File: src/rtl/riscv_boot_pkg.sv
// Shared definitions for the boot-time instruction-memory loader.
// Contents:
//   loader_state_e : loader FSM states
//   HDR_BYTES      : bytes in the stream header (16-bit word count)
//   WORD_BYTES     : bytes per instruction word
package riscv_boot_pkg;

  typedef enum logic [2:0] {
    IDLE,
    HDR,
    DATA,
    WR,
    DONE,
    ERR
  } loader_state_e;

  localparam int HDR_BYTES  = 2;
  localparam int WORD_BYTES = 4;

endpackage

File: src/rtl/imem_loader_byte_assembler.sv
// byte_assembler: packs accepted stream bytes into a little-endian 32-bit
// word, one lane per accepted byte, and flags the byte that completes it.
// Ports:
//   clk, rst    : clock and synchronous active-high reset
//   clear       : restart lane counting at lane 0 (new load)
//   byte_en     : byte_in is accepted this cycle
//   byte_in     : stream byte
//   word        : assembled word including this cycle's byte (combinational)
//   word_ready  : this cycle's accepted byte is the last lane of the word
module byte_assembler
  import riscv_boot_pkg::*;
(
  input  logic        clk,
  input  logic        rst,
  input  logic        clear,
  input  logic        byte_en,
  input  logic [7:0]  byte_in,
  output logic [31:0] word,
  output logic        word_ready
);

  logic [1:0]  byte_cnt_reg;
  logic [31:0] word_reg;

  // Each lane takes the incoming byte when it is the lane being filled,
  // otherwise it shows the previously collected value.
  genvar gi;
  generate
    for (gi = 0; gi < WORD_BYTES; gi++) begin : g_lane
      assign word[8*gi +: 8] = (byte_en && (byte_cnt_reg == 2'(gi)))
                               ? byte_in : word_reg[8*gi +: 8];
    end
  endgenerate

  assign word_ready = byte_en && (byte_cnt_reg == 2'(WORD_BYTES - 1));

  always_ff @(posedge clk) begin
    if (rst) begin
      byte_cnt_reg <= 2'd0;
      word_reg     <= 32'd0;
    end else if (clear) begin
      byte_cnt_reg <= 2'd0;
    end else if (byte_en) begin
      byte_cnt_reg <= byte_cnt_reg + 2'd1;  // wraps 3 -> 0
      word_reg     <= word;
    end
  end

endmodule

File: src/rtl/imem_loader.sv
// imem_loader: boot loader that receives a byte stream (2-byte little-endian
// word count followed by that many little-endian 32-bit words), writes the
// words to instruction memory and holds the core in reset until done.
// Ports:
//   clk, rst              : clock and synchronous active-high reset
//   start                 : begin a load (honoured in IDLE and DONE)
//   byte_in, byte_valid   : stream byte and its valid flag
//   byte_ready            : loader accepts byte_in this cycle
//   imem_we/addr/wdata    : one-cycle instruction-memory write port
//   core_rst              : core reset, released only once the image is loaded
//   done                  : image loaded, core running
//   err                   : header word count exceeded memory capacity
module imem_loader
  import riscv_boot_pkg::*;
#(
  parameter int ADDR_W = 10
) (
  input  logic              clk,
  input  logic              rst,
  input  logic              start,
  input  logic [7:0]        byte_in,
  input  logic              byte_valid,
  output logic              byte_ready,
  output logic              imem_we,
  output logic [ADDR_W-1:0] imem_addr,
  output logic [31:0]       imem_wdata,
  output logic              core_rst,
  output logic              done,
  output logic              err
);

  localparam logic [16:0] CAPACITY = 17'(1) << ADDR_W;

  loader_state_e     state_reg, state_next;
  logic [15:0]       len_reg;
  logic              hdr_cnt_reg;
  logic [ADDR_W:0]   word_cnt_reg;   // one extra bit so a full load does not wrap
  logic [ADDR_W-1:0] addr_reg;
  logic [31:0]       wdata_reg;

  logic              accept;
  logic              start_load;
  logic              hdr_last;
  logic              last_word;
  logic [15:0]       len_full;
  logic              asm_en;
  logic              word_ready;
  logic [31:0]       word_next;

  // byte_ready depends on state only, keeping the handshake free of loops.
  assign byte_ready = (state_reg == HDR) || (state_reg == DATA);
  assign accept     = byte_valid && byte_ready;
  assign start_load = start && ((state_reg == IDLE) || (state_reg == DONE));
  assign hdr_last   = accept && (state_reg == HDR) && (hdr_cnt_reg == 1'(HDR_BYTES - 1));
  assign len_full   = {byte_in, len_reg[7:0]};
  assign last_word  = (17'(word_cnt_reg) + 17'd1) == {1'b0, len_reg};
  assign asm_en     = accept && (state_reg == DATA);

  byte_assembler u_asm (
    .clk        (clk),
    .rst        (rst),
    .clear      (start_load),
    .byte_en    (asm_en),
    .byte_in    (byte_in),
    .word       (word_next),
    .word_ready (word_ready)
  );

  always_ff @(posedge clk) begin
    if (rst) begin
      state_reg <= IDLE;
    end else begin
      state_reg <= state_next;
    end
  end

  always_comb begin
    state_next = state_reg;
    imem_we    = 1'b0;
    core_rst   = 1'b1;
    done       = 1'b0;
    err        = 1'b0;
    case (state_reg)
      IDLE: begin
        if (start) state_next = HDR;
      end
      HDR: begin
        if (hdr_last) begin
          if (len_full == 16'd0)                   state_next = DONE;
          else if ({1'b0, len_full} > CAPACITY)    state_next = ERR;
          else                                     state_next = DATA;
        end
      end
      DATA: begin
        if (word_ready) state_next = WR;
      end
      WR: begin
        imem_we    = 1'b1;
        state_next = last_word ? DONE : DATA;
      end
      DONE: begin
        core_rst = 1'b0;
        done     = 1'b1;
        if (start) state_next = HDR;
      end
      ERR: begin
        err = 1'b1;
      end
      default: state_next = IDLE;
    endcase
  end

  // Write address/data are captured as the word completes, so they are
  // valid throughout WR and then hold until the next write.
  always_ff @(posedge clk) begin
    if (rst) begin
      len_reg      <= 16'd0;
      hdr_cnt_reg  <= 1'b0;
      word_cnt_reg <= '0;
      addr_reg     <= '0;
      wdata_reg    <= 32'd0;
    end else begin
      if (start_load) begin
        len_reg      <= 16'd0;
        hdr_cnt_reg  <= 1'b0;
        word_cnt_reg <= '0;
      end
      if (accept && (state_reg == HDR)) begin
        if (hdr_cnt_reg == 1'b0) len_reg[7:0]  <= byte_in;
        else                     len_reg[15:8] <= byte_in;
        hdr_cnt_reg <= 1'b1;
      end
      if (word_ready) begin
        addr_reg  <= word_cnt_reg[ADDR_W-1:0];
        wdata_reg <= word_next;
      end
      if (state_reg == WR) begin
        word_cnt_reg <= word_cnt_reg + {{ADDR_W{1'b0}}, 1'b1};
      end
    end
  end

  assign imem_addr  = addr_reg;
  assign imem_wdata = wdata_reg;

endmodule

File: config.mk
export PLATFORM = sky130hd
export DESIGN_NAME = imem_loader
export DESIGN_NICKNAME = d
export VERILOG_FILES = /design/src/rtl/riscv_boot_pkg.sv /design/src/rtl/imem_loader_byte_assembler.sv /design/src/rtl/imem_loader.sv
export SDC_FILE = /design/constraint.sdc
export NUM_CORES = 1
export LEC_CHECK = 0
export CELL_PAD_IN_SITES_DETAIL_PLACEMENT = 2
export CELL_PAD_IN_SITES_GLOBAL_PLACEMENT = 2
export CORE_UTILIZATION = 40
export DETAILED_ROUTE_END_ITERATION = 6
export DONT_BUFFER_PORTS = 1
export GPL_ROUTABILITY_DRIVEN = 0
export PLACE_DENSITY_LB_ADDON = 0.1
export RECOVER_POWER = 25
export SYNTH_ARGS = -nofsm -noshare
export SYNTH_HDL_FRONTEND = slang
export SYNTH_SLANG_ARGS = --single-unit
File: constraint.sdc
create_clock -name clk -period 4.1 [get_ports clk]
set_input_delay 0.615 -clock clk [delete_from_list [all_inputs] [get_ports clk]]
set_output_delay 0.615 -clock clk [all_outputs]
set_load 0.05 [all_outputs]
==> results.sh <==
export IMPL_drt_pass1_iter_count=4
export IMPL_combPwrFrac_pct=3.0
export IMPL_h_tree_depth=3
export IMPL_gr_total_overflow=0
export IMPL_ant_nets=0
export IMPL_core_mm2=0.0104
export IMPL_cpMostUsedCell="nor2_1"
export IMPL_rsz0062_at_grt="false"
export IMPL_grt_max_degree=101
export IMPL_cts_root_buffer="clkbuf_8"
export IMPL_synth_cell_types=52
export IMPL_crit_type="reg -> reg"
export IMPL_clkPwrFrac_pct=37.8
export IMPL_p_int_mw=1.23
export IMPL_antenna_cells=0
export IMPL_remaining_drc_errors=0
export IMPL_final_nets=491
export IMPL_start_util_pct=41.4
export IMPL_grtUsageTotal_pct=23.0
export IMPL_synth_edf_count=0
export IMPL_p_per_area_mw_per_mm2=371
export IMPL_dp_hpwl_um=8150
export IMPL_synth_area_mm2=0.00430
export IMPL_io_pins=59
export IMPL_largest_register_ffs=32
export IMPL_ys_ff_latch=99
export IMPL_max_freq_mhz=366
export IMPL_seq_area_frac_synth_pct=46.1
export IMPL_dieWidth_um=106
export IMPL_drive_above_1_share_pct=6.05
export IMPL_slowest_delay_ns=0.63
export IMPL_ctsHoldBuffers=0
export IMPL_switching_share_pct=25.4
export IMPL_yosys_warnings=0
export IMPL_min_period_ns=2.73
export IMPL_required_ns=4.39
export IMPL_grt_pass1_wl_um=19500
export IMPL_synthCells=498
export IMPL_cts_buffers=9
export IMPL_pwr_share_seq_pct=59.2
export IMPL_finalClockSkew_ns=0.0112
export IMPL_status="finished clean"
export IMPL_max_slew_margin_pct=29.7
export IMPL_cts_setup_buffers=0
export IMPL_syn_area_per_cell_um2=8.63
export IMPL_path_cells="nand2b_1 -> nor2_1 -> and2_2 -> buf_4 -> nor2_1 -> a211oi_1"
export IMPL_insertion_delay_ns=0.39
export IMPL_ys_flop_type="dfxtp_1"
export IMPL_dieArea_mm2=0.0112
export IMPL_fin_setup_tns_ns=0
export IMPL_vias=3448
export IMPL_vdd_ir_drop_max_mv=0.268
export IMPL_cts_buffer_depth=2
export IMPL_final_setup_viol_count=0
export IMPL_cts_tree="yes"
export IMPL_cts_resized=0
export IMPL_placed_cells=599
export IMPL_finalMaxSlewViolations=0
export IMPL_ys_async_sr_fraction_pct=0
export IMPL_hold_viol_final=0
export IMPL_grt_pass1_vias=3680
export IMPL_setup_worst_path_start_class="flip-flop"
export IMPL_port_buffers=0
export IMPL_synth_nets=515
export IMPL_holdPathStages=1
export IMPL_tightest_slew_ns=1.06
export IMPL_finalCritPeriodShare_pct=66.6
export IMPL_n_fill_cell=1168
export IMPL_antenna_found_initial=0
export IMPL_critPathMaxFanout=37
export IMPL_arrival_ns=3.02
export IMPL_final_cell_count_no_fill=615
export IMPL_drt_iter0_drc=129
export IMPL_area_growth_pct=3.18
export IMPL_fp_dieH_um=106
export IMPL_hold_path_class="in -> reg"
export IMPL_drv_cap=0
export IMPL_crit_slowest_cell="and2_2"
export IMPL_num_rows=37
export IMPL_p_leak_nw=1.62
export IMPL_wl_per_cell_um=19.7
export IMPL_end_kind="flip-flop"
export IMPL_wl_um=12100
export IMPL_clk_pin_slew_ns=0.11
export IMPL_power_switching_uw=418
export IMPL_vias_per_cell=5.61
export IMPL_r2r_cells=6
export IMPL_cts_sinks=99
==> Yosys cell counts, types with 2 or more instances <==
master / number / area, µm²
dfxtp_1: 99 / 1980
nand4bb_1: 2 / 22.5
a22oi_1: 4 / 30.0
nor2_1: 73 / 274
mux2i_1: 25 / 250
nor2b_1: 3 / 18.8
buf_4: 7 / 52.6
nor4_1: 5 / 31.3
inv_1: 4 / 15.0
nand3b_1: 4 / 30.0
ha_1: 5 / 62.6
clkbuf_1: 18 / 67.6
and3_1: 3 / 18.8
nand2b_1: 4 / 25.0
and2_1: 2 / 12.5
o21a_1: 2 / 15.0
nand2_1: 66 / 248
o21ai_0: 13 / 65.1
nand3_1: 21 / 105
nor3_1: 9 / 45.0
nand4_1: 4 / 25.0
or3_1: 2 / 12.5
buf_6: 6 / 67.6
xnor2_1: 8 / 70.1
a211oi_1: 24 / 180
xor2_1: 5 / 43.8
buf_2: 5 / 25.0
o22ai_1: 2 / 12.5
a21oi_1: 50 / 250
==> path summary, 6_finish.rpt <==
check / startpoint / endpoint / slack (ns)
hold / removal: rst / imem_wdata[4] / 0.28
hold reg to reg: len_reg[12] / len_reg[12] / 0.48
setup / recovery: state_reg[1] / imem_wdata[21] / 1.37
setup reg to reg: state_reg[1] / imem_wdata[21] / 1.37
==> cell families after synthesis <==
logic type	count (synthesis)	share of synthesized area [%]
flops	99	46.1
buf+inv	41	5.39
xor+xnor	13	2.65
fa+ha+maj	5	1.46
mux	25	5.83
compound gates	103	14.8
simple gates	212	23.7
==> critical path: cells and delay by family (launching register included) <==
family,cells,cell delay [ns]
buffers and inverters,1,0.46
DFF,1,0.59
AOI/OAI and AO/OA,1,0.27
and+or+nand+nor,4,1.28
==> stage by stage <==
stage	hold slack [ns]	setup slack (ns)	total power, mW	instance area (µm²)	util [%]
finish	0.282	1.37	1.65	4430	42.7
global route	0.257	1.11	1.71	4430	42.7
detailed placement	0.459	1.59	1.05	4260	41.1
floorplan	0.448	2.13	1.05	4300	-
global placement	0.450	1.68	1.05	4260	41.1
CTS	0.266	1.41	1.66	4450	42.9
==> metal layers <==
| metal | up-vias | wire [µm] | track usage [%] |
|---|---|---|---|
| met1 | 1719 | 5160 | 26.3 |
| li1 | 1673 | - | - |
| met2 | 46 | 6230 | 41.4 |
| met5 | - | 0 | 0 |
| met3 | 10 | 541 | 7.05 |
| met4 | 0 | 156 | 6.25 |
==> layout make-up <==
cell class / instances / area, µm² / share of cell area, %
inverters: 5 / 18.8 / 0.423
clock inverters: 5 / 43.8 / 0.988
well taps: 136 / 170 / 3.84
clock buffers: 11 / 141 / 3.19
repair buffers: 1 / 7.51 / 0.169
flip-flops and latches: 99 / 1980 / 44.7
multi-input cells: 358 / 2070 / 46.7
==> layout by cell type, fill, tap and decap left out, types with 5 or more instances in the layout <==
cell      instances
dfxtp_1          99
nor3_1            9
nand2b_1          5
nor2_1           74
a211oi_1         24
nor4_1            5
a21oi_1          50
nand3_1          21
xor2_1            5
nand2_1          66
o21ai_0          13
clkbuf_8         10
ha_1              5
mux2i_1          25
xnor2_1           8
==> power by group through the flow <==
| stage | registers (mW) | clock network (mW) | logic (mW) |
|---|---|---|---|
| after global placement | 0.996 | 0 | 0.0494 |
| final | 0.974 | 0.623 | 0.0497 |
| after floorplan | 0.992 | 0 | 0.0555 |
| after global routing | 0.975 | 0.677 | 0.0549 |
| after CTS | 0.974 | 0.636 | 0.0514 |
| after detailed placement | 0.996 | 0 | 0.0512 |
Power figures use the tool's default switching activity.
